<file path="src/rtl/fetch_buf_pkg.sv">
// fetch_buf_pkg: shared widths, reset address and NOP encoding for the prefetch buffer.
// Revision 1.0
`default_nettype none

package fetch_buf_pkg;
  localparam int unsigned       c_ilen     = 32;
  localparam logic [c_ilen-1:0] c_reset_pc = 32'h0000_0000;
  localparam logic [c_ilen-1:0] c_nop      = 32'h0000_0013;
endpackage

`default_nettype wire

</file>
<file path="src/rtl/fetch_buf_if.sv">
// fetch_buf_if: redirect, instruction-memory and decode-side handshakes of the fetch buffer.
// Revision 1.0
`default_nettype none

interface fetch_buf_if
  import fetch_buf_pkg::*;
#(
  parameter int unsigned XLEN = c_ilen
) ();
  logic            redir_valid;
  logic [XLEN-1:0] redir_pc;
  logic            imem_req_valid;
  logic            imem_req_ready;
  logic [XLEN-1:0] imem_req_addr;
  logic            imem_rsp_valid;
  logic [XLEN-1:0] imem_rsp_data;
  logic            out_valid;
  logic            out_ready;
  logic [XLEN-1:0] out_pc;
  logic [XLEN-1:0] out_ir;

  modport master (
    input  redir_valid, redir_pc, imem_req_ready, imem_rsp_valid, imem_rsp_data, out_ready,
    output imem_req_valid, imem_req_addr, out_valid, out_pc, out_ir
  );

  modport slave (
    output redir_valid, redir_pc, imem_req_ready, imem_rsp_valid, imem_rsp_data, out_ready,
    input  imem_req_valid, imem_req_addr, out_valid, out_pc, out_ir
  );
endinterface

`default_nettype wire

</file>
<file path="src/rtl/fetch_buf_fifo.sv">
// fetch_buf_fifo: synchronous FIFO with wrap-bit pointers and a flush that empties it next cycle.
// Revision 1.0
`default_nettype none

module fetch_buf_fifo #(
  parameter int unsigned WIDTH = 64,
  parameter int unsigned DEPTH = 4
) (
  input  logic                     clk,
  input  logic                     rst_n,
  input  logic                     push_i,
  input  logic [WIDTH-1:0]         wdata_i,
  input  logic                     pop_i,
  input  logic                     flush_i,
  output logic [WIDTH-1:0]         rdata_o,
  output logic                     full_o,
  output logic                     empty_o,
  output logic [$clog2(DEPTH):0]   count_o
);
  localparam int unsigned c_aw = $clog2(DEPTH);

  logic [WIDTH-1:0] mem_q [DEPTH];
  logic [c_aw:0]    wr_ptr_q, wr_ptr_d;
  logic [c_aw:0]    rd_ptr_q, rd_ptr_d;
  logic             w_do_push;
  logic             w_do_pop;

  assign empty_o = (wr_ptr_q == rd_ptr_q);
  assign full_o  = (wr_ptr_q[c_aw] != rd_ptr_q[c_aw]) &&
                   (wr_ptr_q[c_aw-1:0] == rd_ptr_q[c_aw-1:0]);
  assign count_o = wr_ptr_q - rd_ptr_q;
  assign rdata_o = mem_q[rd_ptr_q[c_aw-1:0]];

  // A push into a full queue is legal only when the head leaves in the same cycle.
  assign w_do_pop  = pop_i & ~empty_o;
  assign w_do_push = push_i & ~flush_i & (~full_o | w_do_pop);

  always_comb begin
    wr_ptr_d = wr_ptr_q;
    rd_ptr_d = rd_ptr_q;
    if (flush_i) begin
      rd_ptr_d = wr_ptr_q;
    end else begin
      if (w_do_push) wr_ptr_d = wr_ptr_q + 1'b1;
      if (w_do_pop)  rd_ptr_d = rd_ptr_q + 1'b1;
    end
  end

  always_ff @(posedge clk or negedge rst_n) begin
    if (!rst_n) begin
      wr_ptr_q <= '0;
      rd_ptr_q <= '0;
    end else begin
      wr_ptr_q <= wr_ptr_d;
      rd_ptr_q <= rd_ptr_d;
    end
  end

  always_ff @(posedge clk) begin
    if (w_do_push) mem_q[wr_ptr_q[c_aw-1:0]] <= wdata_i;
  end
endmodule

`default_nettype wire

</file>
<file path="src/rtl/fetch_buf.sv">
// fetch_buf: instruction prefetch queue with in-order memory fetch and branch-redirect discard.
// Revision 1.0
`default_nettype none

module fetch_buf
  import fetch_buf_pkg::*;
#(
  parameter int unsigned     XLEN     = c_ilen,
  parameter int unsigned     DEPTH    = 4,
  parameter logic [XLEN-1:0] RESET_PC = XLEN'(c_reset_pc)
) (
  input  logic         clk,
  input  logic         rst_n,
  fetch_buf_if.master  bus
);
  localparam int unsigned     c_aw    = $clog2(DEPTH);
  localparam logic [c_aw+1:0] c_depth = (c_aw+2)'(DEPTH);
  localparam logic [XLEN-1:0] c_step  = XLEN'(4);
  localparam logic [XLEN-1:0] c_align = ~XLEN'(3);

  logic [XLEN-1:0]   fetch_pc_q, fetch_pc_d;
  logic [XLEN-1:0]   rsp_pc_q, rsp_pc_d;
  logic [c_aw:0]     outst_q, outst_d;
  logic [c_aw:0]     discard_q, discard_d;
  logic [c_aw:0]     w_q_count;
  logic [c_aw+1:0]   w_inflight;
  logic [2*XLEN-1:0] w_q_wdata, w_q_rdata;
  logic [XLEN-1:0]   w_redir_pc;
  logic              w_req_fire, w_rsp_fire, w_drop, w_push, w_pop;
  logic              w_full, w_empty;

  assign w_redir_pc = bus.redir_pc & c_align;
  assign w_inflight = {1'b0, w_q_count} + {1'b0, outst_q};

  // Queued plus outstanding never exceeds DEPTH, so every response has a free slot.
  assign bus.imem_req_valid = rst_n & ~bus.redir_valid & (w_inflight < c_depth);
  assign bus.imem_req_addr  = fetch_pc_q & c_align;

  assign w_req_fire = bus.imem_req_valid & bus.imem_req_ready;
  assign w_rsp_fire = bus.imem_rsp_valid;
  assign w_drop     = (discard_q != '0);
  assign w_push     = w_rsp_fire & ~w_drop & ~bus.redir_valid & ~w_full;
  assign w_pop      = ~w_empty & bus.out_ready;
  assign w_q_wdata  = {rsp_pc_q, bus.imem_rsp_data};

  assign bus.out_valid = ~w_empty;
  assign bus.out_pc    = w_empty ? '0 : w_q_rdata[2*XLEN-1:XLEN];
  assign bus.out_ir    = w_empty ? '0 : w_q_rdata[XLEN-1:0];

  always_comb begin
    fetch_pc_d = fetch_pc_q;
    rsp_pc_d   = rsp_pc_q;
    discard_d  = discard_q;
    outst_d    = outst_q + (c_aw+1)'(w_req_fire) - (c_aw+1)'(w_rsp_fire);
    if (bus.redir_valid) begin
      // Everything still in flight belongs to the abandoned path, including any earlier discards.
      fetch_pc_d = w_redir_pc;
      rsp_pc_d   = w_redir_pc;
      discard_d  = outst_q - (c_aw+1)'(w_rsp_fire);
    end else begin
      if (w_req_fire) fetch_pc_d = fetch_pc_q + c_step;
      if (w_rsp_fire) begin
        if (w_drop) discard_d = discard_q - 1'b1;
        else        rsp_pc_d  = rsp_pc_q + c_step;
      end
    end
  end

  always_ff @(posedge clk or negedge rst_n) begin
    if (!rst_n) begin
      fetch_pc_q <= RESET_PC;
      rsp_pc_q   <= RESET_PC;
      outst_q    <= '0;
      discard_q  <= '0;
    end else begin
      fetch_pc_q <= fetch_pc_d;
      rsp_pc_q   <= rsp_pc_d;
      outst_q    <= outst_d;
      discard_q  <= discard_d;
    end
  end

  fetch_buf_fifo #(
    .WIDTH (2*XLEN),
    .DEPTH (DEPTH)
  ) u_fifo (
    .clk     (clk),
    .rst_n   (rst_n),
    .push_i  (w_push),
    .wdata_i (w_q_wdata),
    .pop_i   (w_pop),
    .flush_i (bus.redir_valid),
    .rdata_o (w_q_rdata),
    .full_o  (w_full),
    .empty_o (w_empty),
    .count_o (w_q_count)
  );
endmodule

`default_nettype wire

</file>
<file path="src/flat_wrapper.sv">
// flat-port wrapper written by rule: the top's interface ports become plain ports
module fetch_buf_flat import fetch_buf_pkg::*;
#(
  parameter int unsigned     XLEN     = c_ilen,
  parameter int unsigned     DEPTH    = 4,
  parameter logic [XLEN-1:0] RESET_PC = XLEN'(c_reset_pc)
)
  (clk, rst_n, bus_redir_valid, bus_redir_pc, bus_imem_req_ready, bus_imem_rsp_valid, bus_imem_rsp_data, bus_out_ready, bus_imem_req_valid, bus_imem_req_addr, bus_out_valid, bus_out_pc, bus_out_ir);
  fetch_buf_if #(.XLEN(XLEN)) bus_i ();
  input  logic clk;
  input  logic rst_n;
  input wire logic [$bits(bus_i.redir_valid)-1:0] bus_redir_valid;
  input wire logic [$bits(bus_i.redir_pc)-1:0] bus_redir_pc;
  input wire logic [$bits(bus_i.imem_req_ready)-1:0] bus_imem_req_ready;
  input wire logic [$bits(bus_i.imem_rsp_valid)-1:0] bus_imem_rsp_valid;
  input wire logic [$bits(bus_i.imem_rsp_data)-1:0] bus_imem_rsp_data;
  input wire logic [$bits(bus_i.out_ready)-1:0] bus_out_ready;
  output wire logic [$bits(bus_i.imem_req_valid)-1:0] bus_imem_req_valid;
  output wire logic [$bits(bus_i.imem_req_addr)-1:0] bus_imem_req_addr;
  output wire logic [$bits(bus_i.out_valid)-1:0] bus_out_valid;
  output wire logic [$bits(bus_i.out_pc)-1:0] bus_out_pc;
  output wire logic [$bits(bus_i.out_ir)-1:0] bus_out_ir;
  assign bus_i.redir_valid = bus_redir_valid;
  assign bus_i.redir_pc = bus_redir_pc;
  assign bus_i.imem_req_ready = bus_imem_req_ready;
  assign bus_i.imem_rsp_valid = bus_imem_rsp_valid;
  assign bus_i.imem_rsp_data = bus_imem_rsp_data;
  assign bus_i.out_ready = bus_out_ready;
  assign bus_imem_req_valid = bus_i.imem_req_valid;
  assign bus_imem_req_addr = bus_i.imem_req_addr;
  assign bus_out_valid = bus_i.out_valid;
  assign bus_out_pc = bus_i.out_pc;
  assign bus_out_ir = bus_i.out_ir;
  fetch_buf #(.XLEN(XLEN), .DEPTH(DEPTH), .RESET_PC(RESET_PC)) u_core (.clk(clk), .rst_n(rst_n), .bus(bus_i));
endmodule
</file>
<file path="config.mk">
export PLATFORM = sky130hd
export DESIGN_NAME = fetch_buf_flat
export DESIGN_NICKNAME = d
export VERILOG_FILES = /design/src/rtl/fetch_buf_pkg.sv /design/src/rtl/fetch_buf_if.sv /design/src/rtl/fetch_buf_fifo.sv /design/src/rtl/fetch_buf.sv /design/src/flat_wrapper.sv
export SDC_FILE = /design/constraint.sdc
export NUM_CORES = 1
export LEC_CHECK = 0
export CAP_MARGIN = 20
export CORE_ASPECT_RATIO = 1.25
export CORE_MARGIN = 2
export CORE_UTILIZATION = 40
export CTS_CLUSTER_SIZE = 16
export DETAILED_ROUTE_END_ITERATION = 8
export DONT_BUFFER_PORTS = 1
export PLACE_DENSITY = 0.56
export SLEW_MARGIN = 20
export SYNTH_ARGS = -nofsm -noshare
export SYNTH_HDL_FRONTEND = slang
export SYNTH_SLANG_ARGS = --single-unit
</file>
<file path="constraint.sdc">
create_clock -name clk -period 8 [get_ports clk]
set_input_delay 1.6 -clock clk [delete_from_list [all_inputs] [get_ports clk]]
set_output_delay 1.6 -clock clk [all_outputs]
set_load 0.02 [all_outputs]
</file>
Yosys cells after proc, flatten, opt, wreduce, memory -nomap -nowiden
Memories as Yosys holds them, arrays and structs flattened.
Cells that the tools add are included.

operators by class
  $add $sub $neg = 10
  $lt $le $gt $ge = 1
  equal/unequal tests = 4
  muxes and demuxes = 14
  bitwise gates (word level) = 15
  reductions and logical operators = 9

operator list
  kind                                                        number
  2-to-1 mux 32 bit                                           7
  adder 32 x 3 -> 32 bit, second input constant               2
  2-to-1 mux 3 bit                                            5
  AND 1 bit                                                   10
  nonzero test 2 bit                                          4
  adder 3 x 1 -> 3 bit, second input constant                 2
  AND reduction 2 bit                                         3
  subtractor 3 x 1 -> 3 bit                                   2
  adder 3 x 3 -> 4 bit                                        1
  less-than comparator 4 x 3 -> 1 bit, second input constant  1
  inverter 1 bit                                              4
  adder 3 x 1 -> 3 bit                                        1
  == test 3 bit                                               1
  nonzero test 3 bit                                          1
  subtractor 3 x 1 -> 3 bit, second input constant            1
  subtractor 3 bit                                            1
  == test 2 bit                                               1
  2-to-1 mux 1 bit                                            2
  != test 2 bit, second input constant                        1
  logical AND 1 bit                                           1
  != test 1 bit                                               1
  OR 1 bit                                                    1

storage, ports and cells
  register bits = 76
  RAM bits = 256
  output and inout bits = 98
  memories kept = 1

memories
  name                 depth  bits a word  rd ports  clocked after Yosys merged registers in  wr ports  RTL line              text
  u_core.u_fifo.mem_q  4      64           1         0                                        1         fetch_buf_fifo.sv:22  logic [WIDTH-1:0] mem_q [DEPTH];

Longest topological paths before layout
Gate-level depths: netlist of the first run.

  depth in word-level cells = 9
  depth in mapped cells = 15
  gate-level depth less buffers = 14

Cells and area by module
Synthesis of the first run repeated with hierarchy kept, for this count alone.

second synthesis, totals
  cell total of the unflattened synthesis = 856
  area, all modules = 13997.2 µm²

by module, submodules not included
  module          instances  cells each  area an instance (µm²)
  fetch_buf_fifo  1          392         9744.3
  fetch_buf       1          464         4252.8

Least setup slack after synthesis of the first run
OpenSTA, ideal clock, no wires.

  path type = input port to flip-flop
  from = in bus_redir_valid
  to = mem u_core.u_fifo.mem_q[3][0], enable pin
  library setup time = 0.428 ns
  data arrival time = 3.848 ns
  setup slack = 3.724 ns
  stages = 3
  cells stage by stage = clkbuf_1 -> a311oi_1 -> and2_1

between the ends
  word-level cells in the longest chain between the ends = 7

ends and longest elaborated chain
  element                                   RTL line              text
  start: declaration                        flat_wrapper.sv:12    input wire logic [$bits(bus_i.redir_valid)-1:0] bus_redir_valid;
  inverter 1 bit (no source line) *         n/a
  AND 1 bit (2 in series)                   fetch_buf.sv:42       assign w_push = w_rsp_fire & ~w_drop & ~bus.redir_valid & ~w_full;
  AND 1 bit * (2 in series)                 fetch_buf_fifo.sv:36  assign w_do_push = push_i & ~flush_i & (~full_o | w_do_pop);
  2-to-1 mux 1 bit *                        fetch_buf_fifo.sv:60  if (w_do_push) mem_q[wr_ptr_q[c_aw-1:0]] <= wdata_i;
  2-to-1 mux 1 bit (not written as such) *  fetch_buf_fifo.sv:60
  end: declaration                          fetch_buf_fifo.sv:22

Every way passes the cells marked *; elsewhere a longest branch is shown, timed or not.

Worst setup path in the final report of the first run
  from = reg u_core.u_fifo.rd_ptr_q[0]
  to = out bus_imem_req_valid

between the ends
  word-level cells in the longest chain between the ends = 4

ends and longest elaborated chain
  element                              RTL line              text
  start: declaration                   fetch_buf_fifo.sv:24  logic [c_aw:0] rd_ptr_q, rd_ptr_d;
  start signal: assignment             fetch_buf_fifo.sv:55  rd_ptr_q <= rd_ptr_d;
  subtractor 3 bit                     fetch_buf_fifo.sv:31  assign count_o = wr_ptr_q - rd_ptr_q;
  adder 3 x 3 -> 4 bit                 fetch_buf.sv:33       assign w_inflight = {1'b0, w_q_count} + {1'b0, outst_q};
  less-than comparator 4 x 3 -> 1 bit  fetch_buf.sv:36       assign bus.imem_req_valid = rst_n & ~bus.redir_valid & (w_inflight < c_depth);
  AND 1 bit                            fetch_buf.sv:36
  end: declaration                     flat_wrapper.sv:18    output wire logic [$bits(bus_i.imem_req_valid)-1:0] bus_imem_req_valid;

No other way between the ends.

==> results.py, run 1 <==
metrics = {
    "outcome": {
        "outcome": "completed",
    },
    "sta": {
        "setup_slack_ns": 3.06,
        "relSlewSlack_pct": 30.6,
        "timing.setup.tns_ns": 0,
        "worstMarginPinSlew_ns": 1.04,
        "fin_crit_sh_pct": 61.7,
        "setup_viol": 0,
        "fmax_ghz": 0.203,
        "post-route-min-period_ns": 4.94,
        "holdWs_ns": 0.509,
        "finalHoldViolCount": 0,
        "rsz0062_at_grt": "false",
        "skew_ns": 0.0176,
        "drv_slew": 0,
    },
    "synth": {
        "synthesis.area_per_instance_sq_um": 15.0,
        "synth-edff-count": 248,
        "synth_top_area_cell": "edfxtp_1",
        "yosys-top-cells-area": "edfxtp_1, dfrtp_1, mux4_2",
        "ys_ff_latch": 320,
        "netlist_instances": 937,
        "synthFlopType": "edfxtp_1",
        "synth.top_cell.area_share_pct": 52.8,
        "ys_types": 59,
        "yosysSeqAreaShare_pct": 65.6,
        "synth_area_sq_mm": 0.0141,
        "async_flop_share_pct": 22.5,
        "synth_warnings": 0,
    },
    "critical_path": {
        "slowest_stage": "dfrtp_4",
        "crit_cells": 8,
        "reg2reg_slack_ns": 4.00,
        "startpoint": "u_core.u_fifo.rd_ptr_q[0]",
        "cpPeakStageDelay_ns": 0.74,
        "crit_path_end": "bus_imem_req_valid",
        "cp.arrival_ns": 3.34,
        "reg2regPathDepth": 14,
        "crit_top_cell": "ha_1",
        "crit_fanout": 23,
        "end_kind": "primary output",
        "crit_family": "simple AND/OR/NAND/NOR gates",
        "required_ns": 6.40,
        "cp_cell_sequence": "ha_1 -> inv_1 -> fa_1 -> xnor2_1 -> ha_1 -> nor3_1 -> nand2_1 -> nor2_1",
        "r2r_start": "u_core.u_fifo.rd_ptr_q[0]",
        "r2r-end": "u_core.outst_q[2]",
        "crit_type": "register to primary output",
        "crit_path_start_kind": "register",
        "critPathBufInv": 1,
    },
    "global_route": {
        "grt_pass1_vias": 8283,
        "grt_max_degree": 76,
        "grt_overflow": 0,
        "grt_usage_pct": 17.0,
        "grt_pass1_wl_microns": 47600,
        "antenna_found_initial": 0,
    },
    "clock_tree": {
        "cts_max_level": 2,
        "clk_latency_ns": 0.53,
        "root_buffer": "clkbuf_16",
        "cts-buffers-inserted": 35,
        "cts.sinks": 320,
        "cts_hold_buf": 0,
        "clockBufferDepth": 3,
        "clk_pin_slew_ns": 0.06,
        "ctsResizeCount": 0,
        "post_cts_buffers": 0,
        "cts_tree": "yes",
    },
    "placement": {
        "io_buffers": 0,
        "hpwl_microns": 18600,
        "dpl_cell_area_sq_mm": 0.0146,
        "dp_cells": 1367,
        "pre_cts_ws_ns": 3.56,
        "place.gp.congestion": 0.813,
    },
    "power": {
        "p_per_area_mw_per_mm2": 338,
        "peakVddDrop_mv": 0.187,
        "p_leak_nw": 5.29,
    },
    "routing": {
        "drt.antenna.violating_nets": 0,
        "routed_wl_microns": 30600,
        "via_per_inst": 5.64,
        "routedWlPerCell_microns": 21.4,
        "drtPass1Iterations": 4,
        "drt_iter0_drc": 607,
        "drc": 0,
        "num_vias": 8069,
    },
    "job": {
        "maxCapViolations": 0,
    },
    "cells_and_area": {
        "final_area_sq_mm": 0.0158,
        "diodes": 0,
        "drive_gt1_share_pct": 15.7,
        "final_common_cell": "edfxtp_1",
        "fin_cells": 1431,
        "area_growth_pct": 12.0,
        "nets": 1025,
        "layout.cells.most_common_list": "edfxtp_1, dfrtp_1, nor2b_1, mux4_2, nor2_1",
    },
    "worst_hold_path": {
        "holdCritPathClass": "register to register",
    },
    "floorplan": {
        "num_rows": 76,
        "start_util_pct": 40.7,
        "fp.dieH_microns": 214,
        "ios": 168,
        "die_area_sq_mm": 0.0368,
        "core-area_sq_mm": 0.0346,
        "die_x_microns": 172,
    },
}
[synth_stat cells, types with 17 or more instances]
master    number
or4_1         17
nand2_1       42
nor2b_1       67
nand3_1       22
inv_1         31
ha_1          17
nand4_1       20
clkbuf_1      37
edfxtp_1     248
nor4_1        17
o21ai_0       17
mux4_2        62
dfrtp_1       72
nor2_1        48
a211oi_1      19
[final cells by class]
class	instances	area, sq um
Clock inverter	23	289
Inverter	31	116
Tap cell	468	586
Timing Repair Buffer	10	75.1
Fill cell	3073	18800
Clock buffer	41	918
Sequential cell	320	9250
Multi-Input combinational cell	538	4540
[layer usage]
layer,up-vias,part of all wire [%],GRT usage [%]
met2,259,49,27.9
met3,51,7.0,4.25
met4,0,2.4,5.48
met1,4093,42,22.2
li1,3666,-,-
met5,-,0,0
[worst register-to-register path: cells and delay by family (launching register included)]
kind / cells / cell delay (ns)
and+or+nand+nor: 2 / 0.45
xor gates and xnor gates: 3 / 0.48
buffers and inverters: 4 / 0.75
DFF: 1 / 0.74
adders and majority gates: 5 / 1.49
[how the worst min path moves through the flow]
stage | start | end | cells past startpoint
after floorplan | u_core.rsp_pc_q[17] | u_core.u_fifo.mem_q[0][49] | 0
after global placement | u_core.u_fifo.wr_ptr_q[2] | u_core.u_fifo.wr_ptr_q[2] | 1
after detailed placement | u_core.u_fifo.wr_ptr_q[2] | u_core.u_fifo.wr_ptr_q[2] | 1
after CTS | u_core.u_fifo.wr_ptr_q[2] | u_core.u_fifo.wr_ptr_q[2] | 1
after global routing | u_core.u_fifo.wr_ptr_q[2] | u_core.u_fifo.wr_ptr_q[2] | 1
final | u_core.u_fifo.wr_ptr_q[2] | u_core.u_fifo.wr_ptr_q[2] | 1
[report_power, final]
part | total (W) | leakage [nW] | switching (W) | internal (W)
combinational | 0.00157 | 1.66 | 0.00101 | 0.000555
clock | 0.00168 | 0.570 | 0.000659 | 0.00102
sequential | 0.00208 | 3.06 | 0.000160 | 0.00192
total | 0.00533 | 5.29 | 0.00183 | 0.00350
[sequential cells by signal, indices dropped and copies added (netlist names)]
signal / count
u_core.fetch_pc_q: 30
u_core.outst_q: 3
u_core.u_fifo.mem_q: 248
u_core.discard_q: 3
u_core.u_fifo.wr_ptr_q: 3
u_core.u_fifo.rd_ptr_q: 3
u_core.rsp_pc_q: 30
[cells by family after synthesis]
family	synth area share, %
AOI/OAI and AO/OA	5.33
xor gates and xnor gates	1.18
adders and majority gates	1.79
buffers and inverters	2.35
DFF	65.6
muxes	10.5
other	0.0266
and+or+nand+nor	13.2
[per-stage QoR]
stage	util [%]	power, W
2_1_floorplan	-	0.00338
3_3_place_gp	42.1	0.00371
3_5_place_dp	42.1	0.00372
4_1_cts	45.6	0.00542
5_1_grt	45.6	0.00563
6_report	45.6	0.00533
No activity file was read; power rests on OpenSTA's default activity.
==> inputs of run 2 (changes only) <==
==> constraint.sdc (replaced) <==
create_clock -name clk -period 5.04 [get_ports clk]
set_input_delay 1.008 -clock clk [delete_from_list [all_inputs] [get_ports clk]]
set_output_delay 1.008 -clock clk [all_outputs]
set_load 0.02 [all_outputs]
==> run 2 against run 1 <==
  * Global-route usage barely moved
  * Combinational power grew 60%
  * Design area shrank 0.13%
  * Critical path depth unchanged
  * Flip-flop and latch count did not move
  * Cell count did not move
  * Clock power is 50% higher
==> results.py, run 2 (same netlist as run 1, synthesis figures left out) <==
metrics = {
    "floorplan": {
        "die_area_sq_mm": 0.0368,
        "start_util_pct": 40.7,
        "die_x_microns": 172,
        "fp.dieH_microns": 214,
        "num_rows": 76,
        "core-area_sq_mm": 0.0346,
        "ios": 168,
    },
    "critical_path": {
        "cpPeakStageDelay_ns": 0.68,
        "crit_fanout": 20,
        "crit_type": "register to primary output",
        "required_ns": 4.03,
        "end_kind": "primary output",
        "cp.arrival_ns": 3.30,
        "slowest_stage": "dfrtp_4",
        "crit_path_start_kind": "register",
        "cp_cell_sequence": "ha_1 -> inv_1 -> fa_1 -> xnor2_1 -> ha_1 -> nor3_1 -> nand2_1 -> nor2_1",
        "crit_top_cell": "ha_1",
    },
    "placement": {
        "pre_cts_ws_ns": 1.23,
        "hpwl_microns": 19100,
        "io_buffers": 0,
        "place.gp.congestion": 0.804,
    },
    "global_route": {
        "grt_pass1_vias": 8354,
        "grt_use_met2_pct": 29.0,
        "top_usage_layer": "met2",
        "grt_usage_pct": 17.0,
        "antenna_found_initial": 0,
        "grt_overflow": 0,
        "grt_pass1_wl_microns": 47600,
        "grt_max_degree": 76,
        "use_met3_pct": 3.95,
        "use_met1_pct": 21.6,
    },
    "cells_and_area": {
        "nets": 1027,
        "utilization_pct": 45.5,
        "drive_gt1_share_pct": 15.5,
        "multi_input_area_sq_mm": 0.00454,
        "final_common_cell": "edfxtp_1",
        "n_fill_cell": 3099,
        "area_growth_pct": 11.8,
        "layout.cells.most_common_list": "edfxtp_1, dfrtp_1, nor2b_1, mux4_2, nor2_1",
        "largest_reg_flops": 248,
        "diodes": 0,
        "seqCellArea_sq_mm": 0.00925,
    },
    "routing": {
        "via_per_inst": 5.60,
        "num_vias": 8011,
        "drc": 0,
        "drt.antenna.violating_nets": 0,
        "drtPass1Iterations": 5,
        "drt_iter0_drc": 484,
        "routedWlPerCell_microns": 21.4,
        "routed_wl_microns": 30600,
    },
    "sta": {
        "timing.setup.tns_ns": 0,
        "relSlewSlack_pct": 31.0,
        "setup_viol": 0,
        "setup_slack_ns": 0.730,
        "holdWs_ns": 0.183,
        "post-route-min-period_ns": 4.31,
        "fin_crit_sh_pct": 85.5,
        "fmax_ghz": 0.232,
        "finalHoldViolCount": 0,
        "rsz0062_at_grt": "false",
        "skew_ns": 0.0186,
        "drv_slew": 0,
        "worstMarginPinSlew_ns": 1.03,
    },
    "clock_tree": {
        "clk_latency_ns": 0.51,
        "cts_tree": "yes",
        "post_cts_buffers": 0,
        "cts_hold_buf": 0,
        "ctsResizeCount": 0,
        "root_buffer": "clkbuf_16",
        "clockBufferDepth": 3,
        "cts.sinks": 320,
        "cts_max_level": 2,
        "clk_pin_slew_ns": 0.06,
        "cts-buffers-inserted": 35,
    },
    "job": {
        "maxCapViolations": 0,
    },
    "outcome": {
        "outcome": "completed",
    },
    "worst_hold_path": {
        "holdCritPathClass": "input pin to async pin",
    },
    "power": {
        "peakVddDrop_mv": 0.288,
        "p_per_area_mw_per_mm2": 528,
        "p_leak_nw": 5.29,
    },
}
run 2: path summary, 6_finish.rpt:
kind                                           startpoint                        end  slack, ns  depth (start not counted)
max in group asynchronous                           rst_n  u_core.u_fifo.rd_ptr_q[0]       4.65                          0
worst min-delay path                                rst_n      u_core.fetch_pc_q[29]       0.18                          0
worst max register to register  u_core.u_fifo.rd_ptr_q[0]      u_core.fetch_pc_q[11]       1.31                         10
min in group clk                u_core.u_fifo.wr_ptr_q[2]  u_core.u_fifo.wr_ptr_q[2]       0.51                          1
worst min register to register  u_core.u_fifo.wr_ptr_q[2]  u_core.u_fifo.wr_ptr_q[2]       0.51                          1
worst max-delay path            u_core.u_fifo.rd_ptr_q[0]         bus_imem_req_valid       0.73                          8
run 2: metrics by stage:
stage | std cells | instance area (sq um) | power [W]
floorplan | 940 | 14100 | 0.00536
global placement | 1369 | 14600 | 0.00590
CTS | 1431 | 15800 | 0.00849
global route | 1431 | 15800 | 0.00880
detailed placement | 1369 | 14600 | 0.00593
finish | 1431 | 15800 | 0.00833
run 2: area by class of cell:
cell class / instances / share of cell area (%)
sequential: 320 / 58.7
clock inverter: 18 / 1.09
clock buffer: 44 / 6.11
multi-input combinational: 538 / 28.8
inverter: 31 / 0.738
timing repair buffer: 12 / 0.810
tap: 468 / 3.72
run 2: layer usage:
metal	vias up	share of wire, %
met5	-	0
met4	0	2.3
met3	45	5.9
met2	205	50
met1	4079	42
li1	3682	-
run 2: critical path: cells and delay by family (launching register included):
family | cells | cell delay [ns]
XOR/XNOR | 1 | 0.25
buffers and inverters | 1 | 0.05
adder cells (fa/ha/maj) | 3 | 0.88
AND/OR/NAND/NOR | 3 | 0.92
flip-flops | 1 | 0.68
run 2: where the power goes:
part	switching (W)	total, W	internal, W	leakage (nW)
registers	0.000246	0.00329	0.00304	3.06
clock network	0.00101	0.00252	0.00151	0.553
logic	0.00162	0.00251	0.000898	1.68
==> inputs of run 3 (changes only) <==
--- a/config.mk
+++ b/config.mk
@@ -12,6 +12,7 @@
 export CTS_CLUSTER_SIZE = 16
 export DETAILED_ROUTE_END_ITERATION = 8
 export DONT_BUFFER_PORTS = 1
+export GPL_ROUTABILITY_DRIVEN = 0
 export PLACE_DENSITY = 0.56
 export SLEW_MARGIN = 20
 export SYNTH_ARGS = -nofsm -noshare
==> results of run 3 <==
Final layout, timing and power as in run 2 (identical DEF).
